`config.mk`:
```
export PLATFORM = sky130hd
export DESIGN_NAME = fetch_unit
export DESIGN_NICKNAME = d
export VERILOG_FILES = /design/src/rtl/fetch_pkg.sv /design/src/rtl/fetch_fifo.sv /design/src/rtl/fetch_unit.sv
export SDC_FILE = /design/constraint.sdc
export NUM_CORES = 1
export LEC_CHECK = 0
export CAP_MARGIN = 20
export CORE_UTILIZATION = 30
export CTS_CLUSTER_DIAMETER = 100
export DETAILED_ROUTE_END_ITERATION = 7
export PLACE_DENSITY = 0.55
export SYNTH_ARGS = -nofsm -noshare
export SYNTH_HDL_FRONTEND = slang
export SYNTH_SLANG_ARGS = --single-unit
```
`constraint.sdc`:
```
create_clock -name clock -period 4.9 [get_ports clock]
set_clock_uncertainty 0.1 [all_clocks]
set_input_delay 0.735 -clock clock [delete_from_list [all_inputs] [get_ports clock]]
set_output_delay 0.735 -clock clock [all_outputs]
set_load 0.05 [all_outputs]
```
`src/rtl/fetch_pkg.sv`:
```
// fetch_pkg: shared constants and types for the instruction fetch stage.
//   INSTR_W          instruction word width
//   OPC_MSB/OPC_LSB  opcode field inside an instruction word
//   DEFAULT_RESET_PC default PC loaded on reset
//   fetch_entry_t    prefetch buffer entry {instr, pc}; pc is stored at
//                    PC_MAX_W and narrowed by the user to its own PC width.
package fetch_pkg;
  localparam int INSTR_W          = 32;
  localparam int OPC_MSB          = 31;
  localparam int OPC_LSB          = 27;
  localparam int DEFAULT_RESET_PC = 0;
  localparam int PC_MAX_W         = 32;

  typedef struct packed {
    logic [INSTR_W-1:0]  instr;
    logic [PC_MAX_W-1:0] pc;
  } fetch_entry_t;

  function automatic logic [OPC_MSB-OPC_LSB:0] opcode_of(input logic [INSTR_W-1:0] w);
    return w[OPC_MSB:OPC_LSB];
  endfunction
endpackage

```
`src/rtl/fetch_fifo.sv`:
```
// fetch_fifo: small synchronous FIFO with registered storage.
//   clk_i, rst_i   clock, synchronous active-high reset
//   flush_i        drop all entries at the next edge (wins over push/pop)
//   push_i, din_i  write an entry
//   pop_i          remove the head entry
//   dout_o         head entry (meaningful only when !empty_o)
//   count_o        number of valid entries; empty_o / full_o status
// DEPTH must be a power of two so the pointers wrap naturally.
module fetch_fifo #(
  parameter int DEPTH = 2,
  parameter int W     = 8,
  localparam int CW   = $clog2(DEPTH + 1)
) (
  input  logic          clk_i,
  input  logic          rst_i,
  input  logic          flush_i,
  input  logic          push_i,
  input  logic          pop_i,
  input  logic [W-1:0]  din_i,
  output logic [W-1:0]  dout_o,
  output logic [CW-1:0] count_o,
  output logic          empty_o,
  output logic          full_o
);
  localparam int AW = $clog2(DEPTH);

  logic [W-1:0]  mem_q [DEPTH];
  logic [AW-1:0] wp_q, rp_q;
  logic [CW-1:0] cnt_q;

  always_ff @(posedge clk_i) begin
    if (rst_i || flush_i) begin
      wp_q  <= '0;
      rp_q  <= '0;
      cnt_q <= '0;
    end else begin
      if (push_i) wp_q <= wp_q + 1'b1;
      if (pop_i)  rp_q <= rp_q + 1'b1;
      cnt_q <= cnt_q + CW'(push_i) - CW'(pop_i);
    end
  end

  // Storage needs no reset: nothing is read before it has been written.
  always_ff @(posedge clk_i)
    if (push_i) mem_q[wp_q] <= din_i;

  assign dout_o  = mem_q[rp_q];
  assign count_o = cnt_q;
  assign empty_o = (cnt_q == '0);
  assign full_o  = (cnt_q == CW'(DEPTH));

  always_ff @(posedge clk_i)
    if (!rst_i && !flush_i) begin
      assert (!(push_i && full_o && !pop_i));
      assert (!(pop_i && empty_o));
    end
endmodule

```
`src/rtl/fetch_unit.sv`:
```
// fetch_unit: instruction fetch stage feeding the decoder.
//   clock, reset                     clock, synchronous active-high reset
//   imem_req_valid/ready, imem_addr  request channel to instruction memory
//   imem_rsp_valid, imem_rsp_data    in-order, variable-latency responses
//   redirect_valid, redirect_pc      jump/branch: flush and refetch
//   instr_valid/ready, instr,        instruction handed to decode with its
//   instr_pc, instr_pc_plus1         address and address+1
//   perf_fetched, perf_stall         present only with FETCH_PERF_CNT_EN
// Optional feature macro: FETCH_PERF_CNT_EN (performance counters).
module fetch_unit
  import fetch_pkg::*;
#(
  parameter int                  PC_WIDTH = 12,
  parameter int                  DEPTH    = 2,
  parameter logic [PC_WIDTH-1:0] RESET_PC = PC_WIDTH'(DEFAULT_RESET_PC)
) (
  input  logic                clock,
  input  logic                reset,
  output logic                imem_req_valid,
  input  logic                imem_req_ready,
  output logic [PC_WIDTH-1:0] imem_addr,
  input  logic                imem_rsp_valid,
  input  logic [INSTR_W-1:0]  imem_rsp_data,
  input  logic                redirect_valid,
  input  logic [PC_WIDTH-1:0] redirect_pc,
  output logic                instr_valid,
  input  logic                instr_ready,
  output logic [INSTR_W-1:0]  instr,
  output logic [PC_WIDTH-1:0] instr_pc,
  output logic [PC_WIDTH-1:0] instr_pc_plus1
`ifdef FETCH_PERF_CNT_EN
  ,
  output logic [31:0]         perf_fetched,
  output logic [31:0]         perf_stall
`endif
);
  localparam int             CW      = $clog2(DEPTH + 1);
  localparam logic [CW:0]    DEPTH_C = (CW+1)'(DEPTH);

  logic [PC_WIDTH-1:0] pc_q, pc_d;
  logic [CW-1:0]       outst_q, outst_d;   // all requests awaiting a response
  logic [CW-1:0]       drop_q, drop_d;     // responses still owed to stale requests
  logic                post_rst_q;
  logic                req_fire, rsp_keep, deq;
  logic [CW-1:0]       buf_cnt, pcq_cnt;
  logic                buf_empty, buf_full, pcq_empty, pcq_full;
  logic [PC_WIDTH-1:0] pcq_head;
  fetch_entry_t        buf_din, buf_head;

  // Credit = buffered + outstanding; a response always has a slot waiting.
  // A same-cycle dequeue does not free credit, so with DEPTH=2 the
  // sustained rate is two instructions every three cycles. post_rst_q
  // keeps the request side quiet for the cycle right after reset.
  assign imem_req_valid = !reset && !post_rst_q && !redirect_valid &&
                          (({1'b0, buf_cnt} + {1'b0, outst_q}) < DEPTH_C);
  assign imem_addr      = pc_q;
  assign req_fire       = imem_req_valid && imem_req_ready;
  // A response in the redirect cycle belongs to pre-redirect fetch: discard.
  assign rsp_keep       = imem_rsp_valid && !redirect_valid && (drop_q == '0);

  assign instr_valid    = !reset && !buf_empty && !redirect_valid;
  assign deq            = instr_valid && instr_ready;
  assign instr          = instr_valid ? buf_head.instr : '0;
  assign instr_pc       = instr_valid ? buf_head.pc[PC_WIDTH-1:0] : '0;
  assign instr_pc_plus1 = instr_pc + 1'b1;

  assign buf_din.instr  = imem_rsp_data;
  assign buf_din.pc     = PC_MAX_W'(pcq_head);

  always_comb begin
    pc_d    = pc_q;
    outst_d = outst_q + CW'(req_fire) - CW'(imem_rsp_valid);
    drop_d  = drop_q;
    if (redirect_valid) begin
      pc_d   = redirect_pc;
      // Everything still outstanding is stale, minus the one retiring now.
      drop_d = outst_q - CW'(imem_rsp_valid);
    end else begin
      if (req_fire) pc_d = pc_q + 1'b1;
      if (imem_rsp_valid && (drop_q != '0)) drop_d = drop_q - 1'b1;
    end
  end

  always_ff @(posedge clock) begin
    post_rst_q <= reset;
    if (reset) begin
      pc_q    <= RESET_PC;
      outst_q <= '0;
      drop_q  <= '0;
    end else begin
      pc_q    <= pc_d;
      outst_q <= outst_d;
      drop_q  <= drop_d;
    end
  end

  // PCs of live requests, popped in step with the responses they match.
  fetch_fifo #(.DEPTH(DEPTH), .W(PC_WIDTH)) u_pcq (
    .clk_i(clock), .rst_i(reset), .flush_i(redirect_valid),
    .push_i(req_fire), .pop_i(rsp_keep), .din_i(pc_q),
    .dout_o(pcq_head), .count_o(pcq_cnt), .empty_o(pcq_empty), .full_o(pcq_full)
  );

  // Prefetch buffer toward decode.
  fetch_fifo #(.DEPTH(DEPTH), .W($bits(fetch_entry_t))) u_buf (
    .clk_i(clock), .rst_i(reset), .flush_i(redirect_valid),
    .push_i(rsp_keep), .pop_i(deq), .din_i(buf_din),
    .dout_o(buf_head), .count_o(buf_cnt), .empty_o(buf_empty), .full_o(buf_full)
  );

  logic unused_sig;
  assign unused_sig = ^{pcq_cnt, pcq_full, buf_head.pc[PC_MAX_W-1:PC_WIDTH]};

  // A kept response must have a matching request PC and a free buffer slot.
  always_ff @(posedge clock)
    if (!reset) begin
      assert (!(rsp_keep && pcq_empty));
      assert (!(rsp_keep && buf_full && !deq));
    end

`ifdef FETCH_PERF_CNT_EN
  logic [31:0] perf_fetched_q, perf_stall_q;
  always_ff @(posedge clock) begin
    if (reset) begin
      perf_fetched_q <= '0;
      perf_stall_q   <= '0;
    end else begin
      if (deq)          perf_fetched_q <= perf_fetched_q + 1'b1;
      if (!instr_valid) perf_stall_q   <= perf_stall_q + 1'b1;
    end
  end
  assign perf_fetched = perf_fetched_q;
  assign perf_stall   = perf_stall_q;
`endif
endmodule

```
== Word-level counts from Yosys, hierarchy flattened ==
Memories as Yosys holds them, arrays and structs flattened. A register that Yosys moved wholly into a read port is not among the register bits.
Cells that the tools add are included.

* Output and inout bits: 70
* Memories kept: 2
* Bits in writable memories: 112
* Register bits: 23
* Logic and storage cells: 59

* Order comparisons: 1
* Reductions and logical operators: 20
* Muxes and demuxes: 14
* $add $sub $neg: 13

{| class="wikitable"
|+ Memories
! memory !! words !! width !! rd ports !! clocked after memory_dff !! write ports !! RTL line !! RTL
|-
| u_buf.mem_q || 2 || 44 || 1 || 1 || 1 || fetch_fifo.sv:27 || <nowiki>logic [W-1:0] mem_q [DEPTH];</nowiki>
|-
| u_pcq.mem_q || 2 || 12 || 1 || 1 || 1 || fetch_fifo.sv:27 ||
|}

{| class="wikitable"
|+ Operators with widths
! operator !! count
|-
| $mux W12 || 3
|-
| $mux W32 || 1
|-
| $add A12 B1 Y12 const B || 2
|-
| $logic_and A1 B1 Y1 || 10
|-
| $mux W1 || 8
|-
| $reduce_bool A2 Y1 || 3
|-
| $sub A2 B1 Y2 || 3
|-
| $add A1 B1 Y1 const B || 4
|-
| $add A2 B1 Y2 || 2
|-
| $logic_not A1 Y1 || 4
|-
| $logic_not A2 Y1 || 2
|-
| $mux W2 || 2
|-
| $add A2 B2 Y3 || 1
|-
| $lt A3 B2 Y1 const B || 1
|-
| $sub A2 B1 Y2 const B || 1
|-
| $logic_or A1 B1 Y1 || 1
|}

== Depth between registers and ports, before layout ==
Gate-level depths: netlist of run 1.

* Word-level depth: 7
* Gate-level depth with buffers: 11

== Modules after synthesis ==
A second synthesis of run 1 with hierarchy kept.

* Cells, all modules: 482
* Area, all modules: 7721.2 um^2

{| class="wikitable"
|+ By module, submodules not included
! module !! instances !! cells each !! area an instance (um^2)
|-
| fetch_fifo at u_buf || 1 || 220 || 5143.7
|-
| fetch_unit || 1 || 204 || 1486.4
|-
| fetch_fifo at u_pcq || 1 || 58 || 1091.0
|}

== Least setup slack after synthesis of run 1 ==
Ideal clock, no wire load.

* Path type: input -> output
* Start point: input reset
* End point: output instr_pc_plus1[6]
* Setup slack: -0.321 ns
* Buffers on the path: 2
* Cell stages on the path: 10
* Arrival: 4.386 ns
* Data required time: 4.065 ns
* Cell sequence: buf_2 > nor2_1 > nand2_1 > clkbuf_1 > nor2_1 > ha_1 > inv_1 > nor4_1 > a21oi_1 > nor3b_1

* Cells in the longest elaborated chain, start to end: 5

{| class="wikitable"
|+ RTL lines
! item !! RTL line !! RTL
|-
| start, declared || fetch_unit.sv:18 || <nowiki>input logic reset,</nowiki>
|-
| $logic_not A1 Y1 || - ||
|-
| $logic_and A1 B1 Y1 (2 in series) || fetch_unit.sv:61 || <nowiki>assign instr_valid = !reset && !buf_empty && !redirect_valid;</nowiki>
|-
| $mux W12 || fetch_unit.sv:64 || <nowiki>assign instr_pc = instr_valid ? buf_head.pc[PC_WIDTH-1:0] : '0;</nowiki>
|-
| via instr_pc[0] || fetch_unit.sv:29 || <nowiki>output logic [PC_WIDTH-1:0] instr_pc,</nowiki>
|-
| $add A12 B1 Y12 || fetch_unit.sv:65 || <nowiki>assign instr_pc_plus1 = instr_pc + 1'b1;</nowiki>
|-
| end, declared || fetch_unit.sv:30 || <nowiki>output logic [PC_WIDTH-1:0] instr_pc_plus1</nowiki>
|}

The timed path passes the listed nets, and every way through them passes these cells.

== Worst setup path in the final report of run 1 ==
* Start point: input reset
* End point: output instr_pc_plus1[10]

* Cells in the longest elaborated chain, start to end: 5

{| class="wikitable"
|+ RTL lines
! item !! RTL line
|-
| $logic_not A1 Y1 || -
|-
| $logic_and A1 B1 Y1 (2 in series) || fetch_unit.sv:61
|-
| $mux W12 || fetch_unit.sv:64
|-
| $add A12 B1 Y12 || fetch_unit.sv:65
|}

No other way between the ends.

==> metrics.md, run 1 <==
| Metric | Value |
|---|---|
| Status | finished, final reports clean |
| Max VDD drop | 0.000225 V |
| Mapped Avg Cell Area | 13.9 µm² |
| Number of port buffers | 119 |
| Max-Cap Viols | 0 |
| Initial antenna violation count | 0 |
| Most frequent cell after synthesis | edfxtp_1 |
| Via/cell ratio | 4.55 |
| Syn-to-layout area delta | 40.0% |
| Nets | 605 |
| DR vias | 3729 |
| Post-Route WL | 13000 µm |
| GPL Wtd Cong | 0.751 |
| Io pins | 120 |
| DIE HEIGHT | 141 µm |
| Starting density of the core | 30.7% |
| Setup TNS | 0 ns |
| Clk pin slew, worst setup/hold paths | 0.06 ns |
| Final Hold Violating Endpoints | 0 |
| CTS max path bufs | 2 |
| Number of global-route vias before repair | 3791 |
| Wire length per cell | 15.9 µm |
| Synth warnings | 0 |
| HPWL Detailed | 9100 µm |
| RSZ-0062 raised after global routing | false |
| Crit end category | output pin |
| Slew @ Worst Pin | 0.820 ns |
| GRT overflow | 0 |
| CTS buffer count | 17 |
| Post-synth EDFFs | 112 |
| Hold Buf Count CTS | 0 |
| Synth unique cells | 43 |
| Final period util | 90.5% |
| Top post-synthesis cells by count | 112 x edfxtp_1, 66 x nor2_1, 43 x mux2i_1 |
| TritonRoute pass-1 iters | 4 |
| Mapped Area | 5780 µm² |
| Max_slew headroom | 45.3% |
| Lkg Pwr | 2.78 nW |
| Register bit total from synthesis | 137 |
| Worst hold slack | 0.407 ns |
| Fmax achieved | 226 MHz |
| Share of cells above drive strength 1 | 21.5% |
| 1st-iter DRT viols | 130 |
| Worst Path Arrival | 3.60 ns |
| Post-Synthesis Cells | 415 |
| Post-DRT Antenna Nets | 0 |
| Final setup viols | 0 |
| Hold Path Class | reg2reg |
| Share of flip-flops with an asynchronous set or reset | 0% |
| Post_cts resized | 0 |
| Yosys top cell by area | edfxtp_1 |
| Startpoint types | input port |
| Site row count | 50 |
| Dpl ws | 0.429 ns |
| Largest cells by area after synthesis | edfxtp_1 58%, dfxtp_1 8.7%, mux2i_1 7.4% |
| Setup CP Type | in2out |
| CTS root buffer | clkbuf_16 |
| Most frequently used flop master after synthesis | edfxtp_1 |
| Post CTS Setup Buffer Count | 0 |
| Register area share after synthesis | 66.8% |
| CTS tree | done |
| Setup ws final | 0.467 ns |
| Placed cell count | 785 |
| Critical path origin | reset |
| DIE WIDTH | 141 µm |
| R2r startpoint | u_buf.count_o[0] |
| Final antenna diode count | 0 |
| Final cell count without fillers | 819 |
| Total power | 2.97 mW |
| Pin count of the biggest net entering global routing | 45 |
| Critical-path maximum fanout | 5 |
| Global Route Usage Sum | 13.9% |
| CTS Sinks | 137 |
| Share of the synthesized area in the top cell type | 58.1% |
| Worst skew pair latency | 0.42 ns |
| Hold Startpoint | u_pcq.rp_q |
| H-tree lvl count | 4 |
| Area of the die | 19800 µm² |
| CORE AREA | 18800 µm² |
| Post-route minimum period | 4.43 ns |
| Final Max Slew Viols | 0 |
| Req. time, crit path | 4.07 ns |
| Syn_nets | 474 |
| Pwr dens | 367 nW/µm² |
| First-pass GRT wire length | 20700 µm |
| Residual DRC | 0 |
-- cells by family after synthesis --
| logic type | Yosys count | share of synthesized area (%) |
|---|---|---|
| AOI/OAI and AO/OA | 28 | 3.89 |
| adders and majority gates | 9 | 2.08 |
| buffers and inverters | 30 | 2.25 |
| and+or+nand+nor | 130 | 11.2 |
| xor gates and xnor gates | 24 | 3.63 |
| DFF | 137 | 66.8 |
| muxes | 57 | 10.2 |
-- metrics by stage --
stage / utilization, % / instance area [µm²]
global route: 43.0 / 8100
floorplan: - / 5800
CTS: 42.9 / 8070
detailed placement: 39.4 / 7420
finish: 43.0 / 8100
global placement: 39.3 / 7400
-- layout by cell type, fill, tap and decap left out, drive strengths merged, types with 8 or more instances in the layout --
cell | netlist | final
xor2 | 10 | 10
clkdlybuf4s50 | 0 | 65
nand2 | 10 | 10
mux2 | 14 | 14
clkbuf | 7 | 18
edfxtp | 112 | 112
xnor2 | 14 | 14
dfxtp | 25 | 25
nand4 | 10 | 10
a211oi | 11 | 11
ha | 8 | 8
mux2i | 43 | 43
nor2 | 66 | 66
nand3 | 14 | 14
buf | 12 | 66
inv | 11 | 12
-- critical path, stage by stage --
cell and delay [ns]:
clkdlybuf4s50_1 0.42, nor2_1 0.29, nand2_1 0.20, nor2_1 0.29, ha_1 0.21, inv_1 0.07
nor4_1 0.71, nand4_1 0.25, xnor2_2 0.24, buf_12 0.17
-- layout make-up --
cell class / count / area (µm²)
clock buffer: 18 / 429
multi-input combinational: 248 / 1820
fill: 1734 / 10700
sequential: 137 / 3860
tap: 260 / 325
inverter: 11 / 41.3
clock inverter: 14 / 226
timing repair buffer: 131 / 1390
-- path summary, 6_finish.rpt --
| path | end | slack, ns | cells past startpoint |
|---|---|---|---|
| max reg2reg | u_pcq.mem_q[1][9] | 2.16 | 8 |
| min | u_pcq.rp_q | 0.41 | 2 |
| max | instr_pc_plus1[10] | 0.47 | 10 |
| min reg2reg | u_pcq.rp_q | 0.41 | 2 |
-- state kept, by name, indices dropped and copies added (netlist names), named ones only --
register / flops
u_pcq.mem_q: 24
u_pcq.wp_q: 1
imem_addr: 12
u_buf.rp_q: 1
u_buf.count_o: 2
u_buf.mem_q: 88
post_rst_q: 1
u_pcq.rp_q: 1
outst_q: 2
u_buf.wp_q: 1
drop_q: 2
-- power by group --
group | leakage (nW) | internal, mW | total (mW) | switching (mW)
sequential | 1.23 | 1.30 | 1.33 | 0.0284
combinational | 1.24 | 0.100 | 0.222 | 0.122
clock | 0.317 | 0.948 | 1.42 | 0.468
total | 2.78 | 2.35 | 2.97 | 0.619
-- routing by layer --
layer	wire (µm)	GRT usage (%)
met1	6040	17.9
met2	6020	22.0
met3	799	3.87
met4	187	5.61
met5	0	0
Power figures use the tool's default switching activity.
==> run 2: changes to the inputs <==
CELL_PAD_IN_SITES_DETAIL_PLACEMENT = 0   (was not set)
CELL_PAD_IN_SITES_GLOBAL_PLACEMENT = 1   (was not set)
PLACE_DENSITY = 0.64   (was 0.55)
SKIP_LAST_GASP = 1   (was not set)
clock period = 5.14 ns   (was 4.9 ns; I/O delays follow)
==> metrics.md, run 2 (synthesis gave the netlist of run 1 again) <==
| Metric | Value |
|---|---|
| Status | finished, final reports clean (unchanged) |
| Most common cell after layout, fill and taps aside | edfxtp_1 (unchanged) |
| Biggest register | u_buf.mem_q (unchanged) |
| Final period util | 88.5% |
| Critical Path Most Common Cell | nor2_1 (unchanged) |
| Worst Path Arrival | 3.68 ns (was 3.60 ns) |
| DR vias | 3688 (was 3729) |
| Wire length per cell | 15.7 µm (was 15.9 µm) |
| R2r startpoint | u_buf.count_o[0] (unchanged) |
| Seq. cell area | 3860 µm² (unchanged) |
| Hold Path Class | reg2reg (unchanged) |
| Io pins | 120 (unchanged) |
| Number of port buffers | 119 (unchanged) |
| Placed cell count | 784 (was 785) |
| Final design utilization | 42.4% (was 43.0%) |
| Residual DRC | 0 (unchanged) |
| Nets | 602 (was 605) |
| Setup CP Type | in2out (unchanged) |
| Worst Reg-to-Reg Cells | 7 (was 8) |
| RSZ-0062 raised after global routing | false (unchanged) |
| Final cell count without fillers | 816 (was 819) |
| Most frequent cells in the layout | 112 x edfxtp_1, 99 x clkdlybuf4s50_1, 66 x nor2_1, 43 x mux2i_1, 24 x dfxtp_1 (was 112 x edfxtp_1, 66 x nor2_1, 65 x clkdlybuf4s50_1, 45 x buf_4, 43 x mux2i_1) |
| Slew @ Worst Pin | 1.02 ns (was 0.820 ns) |
| Hold Buf Count CTS | 0 (unchanged) |
| Pwr dens | 336 nW/µm² (was 367 nW/µm²) |
| P_int | 2.06 mW (was 2.35 mW) |
| Syn-to-layout area delta | 38.0% (was 40.0%) |
| R2r setup slk | 2.20 ns (was 2.16 ns) |
| Final Hold Violating Endpoints | 0 (unchanged) |
| CTS Sinks | 137 (unchanged) |
| Max incr delay on CP | 0.69 ns (was 0.71 ns) |
| CP max stage cell | nor4_1 (unchanged) |
| Setup TNS | 0 ns (unchanged) |
| TritonRoute pass-1 iters | 4 (unchanged) |
| Sw Share | 23.3% (was 20.8%) |
| GPL Wtd Cong | 0.741 (was 0.751) |
| CORE AREA | 18800 µm² (unchanged) |
| Number of global-route vias before repair | 3668 (was 3791) |
| Pin count of the biggest net entering global routing | 45 (unchanged) |
| First-pass GRT wire length | 20300 µm (was 20700 µm) |
| GRT overflow | 0 (unchanged) |
| H-tree lvl count | 4 (unchanged) |
| RR Endpoint | u_pcq.mem_q[0][2] (was u_pcq.mem_q[1][9]) |
| Post-DRT Antenna Nets | 0 (unchanged) |
| HPWL Detailed | 9030 µm (was 9100 µm) |
| Net Switching | 0.625 mW (was 0.619 mW) |
| CTS buffer count | 17 (unchanged) |
| Area of the die | 19800 µm² (unchanged) |
| Max_slew headroom | 31.6% (was 45.3%) |
| CTS max path bufs | 2 (unchanged) |
| Post-Route WL | 12800 µm (was 13000 µm) |
| Fmax achieved | 220 MHz |
| Clk pin slew, worst setup/hold paths | 0.06 ns (about the same) |
| Final Max Slew Viols | 0 (unchanged) |
| Site row count | 50 (unchanged) |
| DIE WIDTH | 141 µm (unchanged) |
| Clk network pwr share | 44.8% (was 47.7%) |
| Crit end category | output pin (unchanged) |
| Comb pwr share | 7.9% (was 7.5%) |
| Initial antenna violation count | 1 (was 0) |
| Starting density of the core | 30.7% (unchanged) |
| Hold Startpoint | u_pcq.rp_q (unchanged) |
| Max VDD drop | 0.000203 V (was 0.000225 V) |
| DIE HEIGHT | 141 µm (unchanged) |
| Post_cts resized | 0 (unchanged) |
| Max-Cap Viols | 0 (unchanged) |
| Lkg Pwr | 2.62 nW (was 2.78 nW) |
| Crit path cell chain | clkdlybuf4s50_1 > nor2_1 > nand2_1 > nor2_1 > ha_1 > inv_1 > nor4_1 > nand4_1 > xnor2_1 > buf_12 (was clkdlybuf4s50_1 > nor2_1 > nand2_1 > nor2_1 > ha_1 > inv_1 > nor4_1 > nand4_1 > xnor2_2 > buf_12) |
| Worst skew pair latency | 0.41 ns (was 0.42 ns) |
| Reg power frac | 47.3% (was 44.8%) |
| Post-route minimum period | 4.55 ns |
| Startpoint types | input port (unchanged) |
| Critical-path maximum fanout | 5 (unchanged) |
| Post CTS Setup Buffer Count | 0 (unchanged) |
| CTS tree | done (unchanged) |
| Worst hold slack | 0.414 ns (was 0.407 ns) |
| CTS root buffer | clkbuf_16 (unchanged) |
| Max reg flops | 88 (unchanged) |
| 1st-iter DRT viols | 174 (was 130) |
| Share of cells above drive strength 1 | 15.3% (was 21.5%) |
| Via/cell ratio | 4.52 (was 4.55) |
| Final setup viols | 0 (unchanged) |
| Global Route Usage Sum | 13.5% (was 13.9%) |
| Final antenna diode count | 0 (unchanged) |
| Req. time, crit path | 4.27 ns (was 4.07 ns) |
| Worst Hold Path Cells | 2 (unchanged) |
| # fillers | 1728 (was 1734) |
| Area taken by multi-input logic gates | 1800 µm² (was 1820 µm²) |
## run 2: cell type report
| cell class | instances | share of cell area (%) |
|---|---|---|
| Sequential cell | 137 | 48.4 |
| Tap cell | 260 | 4.08 |
| Clock buffer | 17 | 5.33 |
| Clock inverter | 15 | 2.07 |
| Timing Repair Buffer | 128 | 17.0 |
| Inverter | 11 | 0.517 |
| Multi-Input combinational cell | 248 | 22.6 |
## run 2: per-stage QoR
stage	power, mW	cell area, µm²	setup WS, ns
after CTS	2.71	7980	0.559
after global routing	2.78	7980	0.301
after detailed placement	1.51	7390	0.566
after global placement	1.50	7370	0.617
after floorplan	1.41	5790	0.0775
final	2.69	7980	0.590
## run 2: critical path: cells and delay by family
kind	cells	cell delay (ns)
xor+xnor	1	0.29
simple gates	5	1.74
buf+inv	3	0.68
fa+ha+maj	1	0.22
## run 2: how the worst max path moves through the flow
stage | from | endpoint | depth (start not counted)
after floorplan | reset | instr_pc_plus1[10] | 10
after global placement | reset | instr_pc_plus1[10] | 10
after detailed placement | reset | instr_pc_plus1[10] | 10
after CTS | reset | instr_pc_plus1[10] | 10
after global routing | reset | instr_pc_plus1[10] | 10
final | reset | instr_pc_plus1[10] | 10
## run 2: per-layer routing
metal	track usage, %	share of wire, %	wire length [µm]	up-vias
met5	0	0	0	-
met3	4.01	6.1	787	13
met4	4.98	1.2	160	0
met2	20.0	43	5460	121
li1	-	-	-	1789
met1	18.8	50	6410	1765
## run 2: power by group through the flow
stage | Combinational [mW] | Clock, mW | Sequential (mW)
floorplan | 0.102 | 0 | 1.31
CTS | 0.216 | 1.22 | 1.27
detailed placement | 0.214 | 0 | 1.29
global placement | 0.210 | 0 | 1.29
finish | 0.213 | 1.20 | 1.27
global route | 0.231 | 1.27 | 1.27
